$ cat src/rtl/mem_access_unit_pkg.sv
// Shared constants and helpers for the memory-stage access unit.
// Opcodes, MMIO map, return-select encoding and store lane helpers.
package mem_access_unit_pkg;

    localparam logic [6:0]  OPC_LOAD     = 7'h03;
    localparam logic [6:0]  OPC_STORE    = 7'h23;
    localparam logic [31:0] MMIO_CYCLE   = 32'h8000_0010;
    localparam logic [31:0] MMIO_INSTRET = 32'h8000_0014;
    localparam logic [31:0] MMIO_CLEAR   = 32'h8000_0018;
    localparam logic [31:0] NOP_INST     = 32'h0000_0013;

    localparam logic [1:0] SZ_BYTE = 2'b00;
    localparam logic [1:0] SZ_HALF = 2'b01;

    typedef enum logic [1:0] {
        SEL_NONE = 2'd0,
        SEL_DMEM = 2'd1,
        SEL_CNT  = 2'd2,
        SEL_IO   = 2'd3
    } sel_t;

    // Byte 0 sits in bits [31:24]; lanes shift right with the offset.
    function automatic logic [3:0] store_we(input logic [1:0] size,
                                            input logic [1:0] off);
        logic [3:0] we;
        case (size)
            SZ_BYTE: we = 4'b1000 >> off;
            SZ_HALF: we = off[1] ? 4'b0011 : 4'b1100;
            default: we = 4'b1111;
        endcase
        return we;
    endfunction

    function automatic logic [31:0] store_data(input logic [1:0]  size,
                                               input logic [31:0] rs2);
        logic [31:0] d;
        case (size)
            SZ_BYTE: d = {4{rs2[7:0]}};
            SZ_HALF: d = {2{rs2[15:0]}};
            default: d = rs2;
        endcase
        return d;
    endfunction

endpackage

$ cat src/rtl/mem_access_unit_counters.sv
// Cycle and retired-instruction counters with a shared clear.
// Clear wins over increment; both keep counting through stalls.
module mmio_counters #(
    parameter int CNT_W = 32
) (
    input  logic             clk,
    input  logic             rst,
    input  logic             i_clr,
    input  logic             i_retire,
    input  logic             i_sel_instret,
    output logic [CNT_W-1:0] o_rdata
);

    logic [CNT_W-1:0] r_cycle;
    logic [CNT_W-1:0] r_instret;

    always_ff @(posedge clk) begin
        if (rst || i_clr) begin
            r_cycle   <= '0;
            r_instret <= '0;
        end else begin
            r_cycle   <= r_cycle + CNT_W'(1);
            r_instret <= r_instret + CNT_W'(i_retire);
        end
    end

    assign o_rdata = i_sel_instret ? r_instret : r_cycle;

endmodule

$ cat src/rtl/mem_access_unit.sv
// Memory-stage access unit: address decode, store lanes, load issue
// and one-cycle-later raw return for the load extender.
module mem_access_unit
    import mem_access_unit_pkg::*;
#(
    parameter int DMEM_AW = 14,
    parameter int CNT_W   = 32
) (
    input  logic               clk,
    input  logic               rst,
    input  logic               stall,
    input  logic               ex_valid,
    input  logic [31:0]        ex_inst,
    input  logic [31:0]        ex_addr,
    input  logic [31:0]        ex_rs2,
    input  logic               inst_retired,
    output logic               dmem_en,
    output logic [DMEM_AW-1:0] dmem_addr,
    output logic [3:0]         dmem_we,
    output logic [31:0]        dmem_din,
    input  logic [31:0]        dmem_dout,
    output logic               io_re,
    output logic               io_we,
    output logic [31:0]        io_addr,
    output logic [31:0]        io_wdata,
    input  logic [31:0]        io_rdata,
    output logic [31:0]        wb_rdata,
    output logic [31:0]        wb_inst,
    output logic [13:0]        wb_addr,
    output logic               misaligned
);

    logic [6:0]       w_opc;
    logic [1:0]       w_size;
    logic [3:0]       w_hi;
    logic             w_is_ld;
    logic             w_is_st;
    logic             w_access;
    logic             w_mis;
    logic             w_ok;
    logic             w_clr;
    sel_t             w_region;
    sel_t             w_issue_sel;
    logic [CNT_W-1:0] w_cnt_rd;
    logic [31:0]      w_raw;
    logic             w_unused;

    sel_t        r_sel;
    logic [31:0] r_snap;
    logic        r_hold;
    logic [31:0] r_hold_data;
    logic [31:0] r_inst;
    logic [13:0] r_addr;

    assign w_opc    = ex_inst[6:0];
    assign w_size   = ex_inst[13:12];
    assign w_hi     = ex_addr[31:28];
    assign w_is_ld  = (w_opc == OPC_LOAD);
    assign w_is_st  = (w_opc == OPC_STORE);
    assign w_access = !rst && ex_valid && !stall && (w_is_ld || w_is_st);
    assign w_unused = ^{ex_inst[31:14], ex_inst[11:7]};

    always_comb begin
        w_region = SEL_NONE;
        if (w_hi == 4'h1 || w_hi == 4'h3)
            w_region = SEL_DMEM;
        else if (ex_addr == MMIO_CYCLE || ex_addr == MMIO_INSTRET)
            w_region = SEL_CNT;
        else if (w_hi == 4'h8)
            w_region = SEL_IO;
    end

    assign w_mis = w_access &&
                   ((w_size == SZ_HALF && ex_addr[0]) ||
                    (w_size == 2'b10 && ex_addr[1:0] != 2'b00));
    assign w_ok  = w_access && !w_mis;
    assign w_clr = w_ok && w_is_st && (ex_addr == MMIO_CLEAR);

    assign w_issue_sel = (w_ok && w_is_ld) ? w_region : SEL_NONE;

    assign dmem_en    = w_ok && (w_region == SEL_DMEM);
    assign dmem_addr  = ex_addr[DMEM_AW+1:2];
    assign dmem_we    = (w_ok && w_is_st && w_region == SEL_DMEM)
                        ? store_we(w_size, ex_addr[1:0]) : 4'b0000;
    assign dmem_din   = store_data(w_size, ex_rs2);
    assign io_re      = w_ok && w_is_ld && (w_region == SEL_IO);
    assign io_we      = w_ok && w_is_st && (w_region == SEL_IO);
    assign io_addr    = ex_addr;
    assign io_wdata   = ex_rs2;
    assign misaligned = w_mis;

    mmio_counters #(.CNT_W(CNT_W)) u_cnt (
        .clk           (clk),
        .rst           (rst),
        .i_clr         (w_clr),
        .i_retire      (inst_retired),
        .i_sel_instret (ex_addr[2]),
        .o_rdata       (w_cnt_rd)
    );

    always_comb begin
        w_raw = 32'h0;
        case (r_sel)
            SEL_DMEM: w_raw = dmem_dout;
            SEL_CNT:  w_raw = r_snap;
            SEL_IO:   w_raw = io_rdata;
            default:  w_raw = 32'h0;
        endcase
    end

    always_ff @(posedge clk) begin
        if (rst) begin
            r_sel       <= SEL_NONE;
            r_snap      <= '0;
            r_hold      <= 1'b0;
            r_hold_data <= '0;
            r_inst      <= NOP_INST;
            r_addr      <= '0;
        end else begin
            if (!stall) begin
                r_sel  <= w_issue_sel;
                r_inst <= w_access ? ex_inst : NOP_INST;
                r_addr <= ex_addr[13:0];
                if (w_issue_sel == SEL_CNT)
                    r_snap <= 32'(w_cnt_rd);
            end
            // Memory output may move under a stall; freeze the first returned word.
            if (stall && !r_hold && r_sel != SEL_NONE) begin
                r_hold      <= 1'b1;
                r_hold_data <= w_raw;
            end else if (!stall) begin
                r_hold <= 1'b0;
            end
        end
    end

    assign wb_rdata = r_hold ? r_hold_data : w_raw;
    assign wb_inst  = r_inst;
    assign wb_addr  = r_addr;

endmodule

$ cat config.mk
export PLATFORM = sky130hd
export DESIGN_NAME = mem_access_unit
export DESIGN_NICKNAME = d
export VERILOG_FILES = /design/src/rtl/mem_access_unit_pkg.sv /design/src/rtl/mem_access_unit_counters.sv /design/src/rtl/mem_access_unit.sv
export SDC_FILE = /design/constraint.sdc
export NUM_CORES = 1
export LEC_CHECK = 0
export CORE_ASPECT_RATIO = 1.25
export CORE_MARGIN = 2
export CORE_UTILIZATION = 49
export DETAILED_ROUTE_END_ITERATION = 6
export PLACE_DENSITY = 0.95
export SLEW_MARGIN = 30
export SYNTH_ARGS = -nofsm -noshare
export SYNTH_HDL_FRONTEND = slang
export SYNTH_HIERARCHICAL = 1
export SYNTH_SLANG_ARGS = --single-unit
$ cat constraint.sdc
create_clock -name clk -period 4.31 [get_ports clk]
set_input_delay 0.862 -clock clk [delete_from_list [all_inputs] [get_ports clk]]
set_output_delay 0.862 -clock clk [all_outputs]
set_load 0.05 [all_outputs]
# Word-level counts from Yosys, hierarchy flattened
# Index checks and enable logic that the tools add are counted.
[totals]
wordCells = 72
out_inout_bits = 196
in_bits = 165
reg_bits = 177
[classes]
n_reduce_logical = 29
mux = 14
add_sub_neg = 2
eq_ne = 17
shift = 1
bitwise = 1
[op_table]
columns = ["operator", "count"]
rows = [
  ["$eq A32 B32 Y1 const B", 3],
  ["$mux W32", 3],
  ["$pmux W32 S3", 1],
  ["$pmux W32 S2", 1],
  ["$add A32 B1 Y32", 1],
  ["$add A32 B1 Y32 const B", 1],
  ["$logic_and A1 B1 Y1", 16],
  ["$eq A2 B2 Y1 const B", 5],
  ["$mux W2", 4],
  ["$mux W4", 2],
  ["$pmux W4 S2", 1],
  ["$eq A7 B2 Y1 const B", 1],
  ["$eq A7 B6 Y1 const B", 1],
  ["$eq A2 B1 Y1 const B", 3],
  ["$logic_or A1 B1 Y1", 5],
  ["$eq A4 B1 Y1 const B", 1],
  ["$eq A4 B2 Y1 const B", 1],
  ["$eq A4 B4 Y1 const B", 1],
  ["$logic_not A1 Y1", 4],
  ["$reduce_bool A2 Y1", 2],
  ["$shr A4 B2 Y4 const A", 1],
  ["$logic_not A2 Y1", 1],
  ["$mux W1", 2],
  ["$ne A2 B1 Y1 const B", 1],
  ["other kinds (2)", 2],
]

# Longest topological paths before layout
[logic_depth]
depth_word = 11
depth_mapped = 12
depth_no_buf = 8

# Modules after synthesis
# The synthesis kept the hierarchy.
[by_module_without_submodules]
columns = ["module", "cells_each", "area_each_um2", "seq_area_each_um2", "instances"]
rows = [
  ["mem_access_unit", 717, 6379.9, 2262.2, 1],
  ["mmio_counters", 388, 3328.2, 1281.2, 1],
]

# Least setup slack after synthesis
# OpenSTA, ideal clock, no wires.
[synth_timing]
path_kind = "input to output"
start = "input ex_inst[12]"
end = "output dmem_din[25]"
arrival_time_ns = 2.571
n_path_buf = 2
path_stages = 4
setup_slack_ns = 0.877
t_required_ns = 3.448
path_cell_list = "buf_6 clkbuf_1 mux2i_1 o21ai_0"
[synth_between]
elab_chain_cells = 2
elab_cells_between_ends = 3
classes_between = "1 x eq/ne; 1 x mux; 1 x reduce/logical"
[synth_lines]
columns = ["element", "line", "source"]
rows = [
  ["start: declaration", "mem_access_unit.sv:13", "input logic [31:0] ex_inst,"],
  ["$eq A2 B1 Y1 or $logic_not A2 Y1 (tied branches)", "mem_access_unit_pkg.sv:37", "case (size)"],
  ["$pmux W32 S2 (*)", "mem_access_unit_pkg.sv:37", ""],
  ["end: declaration", "mem_access_unit.sv:20", "output logic [31:0] dmem_din,"],
]
# Mark *: on every way between the ends. The rest lies on a longest branch, timed or not.

# Worst setup path in the final report
[layout_timing]
start = "input ex_inst[2]"
end = "output io_we"
[layout_between]
elab_chain_cells = 8
elab_cells_between_ends = 9
classes_between = "2 x eq/ne; 7 x reduce/logical"
[layout_lines]
columns = ["element", "line", "source"]
rows = [
  ["$eq A7 B2 Y1 or $eq A7 B6 Y1 (tied branches)", "mem_access_unit.sv:58, mem_access_unit.sv:59", ""],
  ["$logic_or A1 B1 Y1", "mem_access_unit.sv:60", "assign w_access = !rst && ex_valid && !stall && (w_is_ld || w_is_st);"],
  ["$logic_and A1 B1 Y1", "mem_access_unit.sv:60", ""],
  ["$logic_and A1 B1 Y1", "mem_access_unit.sv:73", "assign w_mis = w_access &&"],
  ["$logic_not A1 Y1", "mem_access_unit.sv:76", "assign w_ok = w_access && !w_mis;"],
  ["$logic_and A1 B1 Y1", "mem_access_unit.sv:76", ""],
  ["$logic_and A1 B1 Y1 (*) (2 in series)", "mem_access_unit.sv:87", "assign io_we = w_ok && w_is_st && (w_region == SEL_IO);"],
  ["end: declaration", "mem_access_unit.sv:23", "output logic io_we,"],
]
# Marked as above.

==> flow_summary.yaml <==
worst_setup_path:
  rrSetupSlack_ns: 1.90
  worst_ep_required_time_ns: 3.45
  endpoint: "io_we"
  endpoint_kind: "primary output"
  criticalPathCategory: "in -> out"
  timing.critical_path.fanout_max: 8
  rr_endpoint: "u_cnt/r_cycle[27]"
  critical_path.startpoint_type: "input pin"
  r2r_start: "u_cnt/r_cycle[2]"
  path_depth_of_the_worst_reg2reg_path: 4
  arrival_ns: 3.44
  timing.critical_path.from: "ex_inst[2]"
clocking:
  cts_hold_repair.buffers: 0
  max-clock-path-buffers: 2
  clock-sinks: 177
  tritoncts_clock_tree: "done"
  cts_root_buffer: "clkbuf_16"
  cts_buffers: 17
  cts_setup_buffers: 0
  cts.htree.levels: 4
  clk_latency_ns: 0.44
  post_cts_resized: 0
  cts.reportedPaths.clkPinSlew_ns: 0.07
place:
  portBuffers: 360
  gp_routability_congestion: 0.931
  dpl.hpwl_um: 27200
  placed_cell_area_um2: 12800
synth:
  synth.net_count: 1273
  netlist_area_um2: 9710
  synth_simple_gate_area_share_pct: 21.4
  post-synth-top-count-cell: "dfxtp_1"
  netlist-cell-type-count: 51
  seq_area_frac_synth_pct: 36.5
  post_synth_xor_area_fraction_pct: 1.98
  ys_seq_elements: 177
  synth_enable_flop_cells: 0
  synth_ff_type: "dfxtp_1"
  yosysTopAreaCellShare_pct: 36.5
  synth_commonest_cells: "dfxtp_1, nor2_1, buf_4, a21oi_1"
  yosysWarningCount: 6
  syn-instance-count: 1105
  synth_area_leaders: "dfxtp_1, mux2i_1, buf_4, a22o_1, mux2_2"
  yosys-mux-area-fraction_pct: 14.0
  combinational_family_with_the_most_area_after_synthesis: "simple AND/OR/NAND/NOR gates"
  synth_fa_ha_area_share_pct: 0.387
  async_reset_ff_share_pct: 0
  synthesized_area_per_cell_um2: 8.79
  yosys.area.top_type: "dfxtp_1"
  synth-compound-area-share_pct: 14.9
cells_and_area:
  fin_area_um2: 13500
  multi_input_combinational_cell_area_um2: 5120
  num-nets-final: 1504
  nFillCells: 1340
  number_of_antenna_repair_diodes: 0
  area.growth.synth_to_final_pct: 38.7
  drive_above_1_share_pct: 11.0
  final_core_util_pct: 69.1
  regArea_um2: 3550
route:
  vias: 9870
  drt_iter0_drc: 1094
  routed_wirelength_um: 39100
  number_of_optimization_iterations_in_the_first_detailed_route_pass: 6
  via_density_per_instance: 6.12
  detail_route.drc_violations: 0
  detail-route-antenna-nets: 0
  wl_per_cell_um: 24.3
run:
  max_cap_violations: 0
sta:
  hold_viol_final: 0
  post-route-min-period_ns: 4.30
  actual_transition_at_the_worst_max_transition_pin_ns: 0.950
  relative_slew_margins_pct: 36.5
  report.final.slew_viol_count: 0
  grt_setup_unrepaired: "no"
  timing.hold.ws_ns: 0.457
  fin_setup_tns_ns: 0
  finClkSkew_ns: 0.00842
  fmax_ghz: 0.233
  timing.final.setup_violations: 0
  timing.final.crit_share_pct: 99.7
die:
  rows: 57
  ios: 361
  floorplan.die.width_um: 130
  fp.dieH_um: 161
  floorplan.initialDensity_pct: 49.9
  die-area_um2: 21000
  placeableCoreArea_um2: 19500
global_routing:
  grt_first_pass_wirelength_um: 56600
  globalRouteOverflowTotal: 0
  global_route.usage.total_pct: 36.0
  number_of_global_route_vias_before_repair: 9437
  antenna_found_initial: 1
  grt_max_degree: 115
power_and_ir_drop:
  powerDensity_nw_per_um2: 298
  maximum_vdd_drop_mv: 0.276
  pwr_total_mw: 4.02
  power.leakage_nw: 4.77
outcome:
  status: "finished, final reports clean"
min_path:
  min_delay_worst_type: "reg -> reg"
==> worst max-delay path, stage by stage <==
cell and delay (ns):
clkdlybuf4s50_1 0.40, nor4_1 0.63, and3_1 0.46, nand3_1 0.17, nor2_1 0.68, buf_12 0.22
==> per-layer routing <==
layer	vias to the layer above	part of all wire (%)	global-route usage [%]	routed length, um
li1	4340	-	-	-
met1	4670	35	40.0	13600
met2	686	44	54.5	17200
met3	172	14	16.5	5340
met4	2	7.5	24.3	2930
met5	-	0.018	0	7
==> cells in the final DEF, fill, tap and decap left out, types with 2 or more instances in the layout <==
| master | netlist | final |
|---|---|---|
| nor4_4 | 2 | 2 |
| xor2_1 | 11 | 11 |
| nand4_2 | 2 | 2 |
| o31ai_1 | 28 | 28 |
| inv_1 | 12 | 12 |
| nor2b_1 | 4 | 2 |
| mux2_2 | 56 | 56 |
| nor2_1 | 90 | 90 |
| nand2_1 | 73 | 72 |
| clkdlybuf4s50_1 | 0 | 333 |
| mux2i_1 | 73 | 73 |
| inv_6 | 0 | 4 |
| clkinv_4 | 0 | 3 |
| o21a_1 | 2 | 2 |
| ha_1 | 3 | 3 |
| dfxtp_2 | 0 | 2 |
| and2_1 | 8 | 8 |
| a22o_1 | 72 | 72 |
| dfxtp_1 | 177 | 175 |
| and4_1 | 8 | 8 |
| buf_12 | 0 | 9 |
| nand4b_1 | 2 | 2 |
| or3_1 | 8 | 8 |
| and3_1 | 8 | 8 |
| nand3_1 | 21 | 21 |
| nor3_1 | 17 | 17 |
| buf_6 | 5 | 2 |
| o21ai_0 | 25 | 25 |
| nor4_1 | 10 | 10 |
| a21oi_1 | 77 | 77 |
| nand4_1 | 22 | 22 |
| nand2b_1 | 68 | 68 |
| xnor2_1 | 11 | 11 |
| bufinv_16 | 0 | 3 |
| nor4b_2 | 2 | 2 |
| clkinvlp_4 | 0 | 3 |
| buf_4 | 86 | 34 |
| or4_1 | 29 | 29 |
| clkbuf_16 | 0 | 17 |
==> per-stage QoR <==
step           setup slack (ns)  instances
6_report                 0.0124       1614
3_5_place_dp              0.378       1581
2_1_floorplan             0.877       1105
3_3_place_gp              0.440       1581
5_1_grt                  0.0826       1614
4_1_cts                   0.307       1613
==> sequential cells by signal (all words and copies together), names as in the netlist <==
register and flops:
r_hold_data 32, r_snap 32, u_cnt/r_cycle 32, u_cnt/r_instret 32, wb_inst 32, wb_addr 14, r_sel 2, r_hold 1
==> cells by family after synthesis <==
| logic type | count (synthesis) |
|---|---|
| AND/OR/NAND/NOR | 382 |
| AO/OA/AOI/OAI | 213 |
| buffers and inverters | 179 |
| flip-flops | 177 |
| multiplexers | 129 |
| XOR/XNOR | 22 |
| adder cells (fa/ha/maj) | 3 |
==> layout make-up <==
class / instances / share of cell area [%]
well taps: 265 / 2.46
inverters: 12 / 0.335
clock buffers: 18 / 3.26
clock inverters: 14 / 1.33
flip-flops and latches: 177 / 26.3
repair buffers: 379 / 28.2
multi-input cells: 749 / 38.1
==> worst min-delay path by stage <==
stage | slack, ns | endpoint | depth (start not counted) | startpoint
after floorplan | 0.44 | r_hold_data[0] | 2 | r_hold_data[0]
after global placement | 0.42 | wb_inst[0] | 1 | wb_inst[0]
after detailed placement | 0.45 | wb_inst[3] | 1 | wb_inst[3]
after CTS | 0.46 | wb_inst[1] | 1 | wb_inst[1]
after global routing | 0.47 | wb_inst[1] | 1 | wb_inst[1]
final | 0.46 | wb_inst[1] | 1 | wb_inst[1]
==> power breakdown <==
group	total (mW)	switching, mW	leakage [nW]	internal, mW
combinational	0.741	0.443	3.05	0.298
sequential	1.66	0.0107	1.43	1.65
clock	1.62	0.680	0.294	0.936
total	4.02	1.13	4.77	2.88
(Power assumes the default switching activity.)
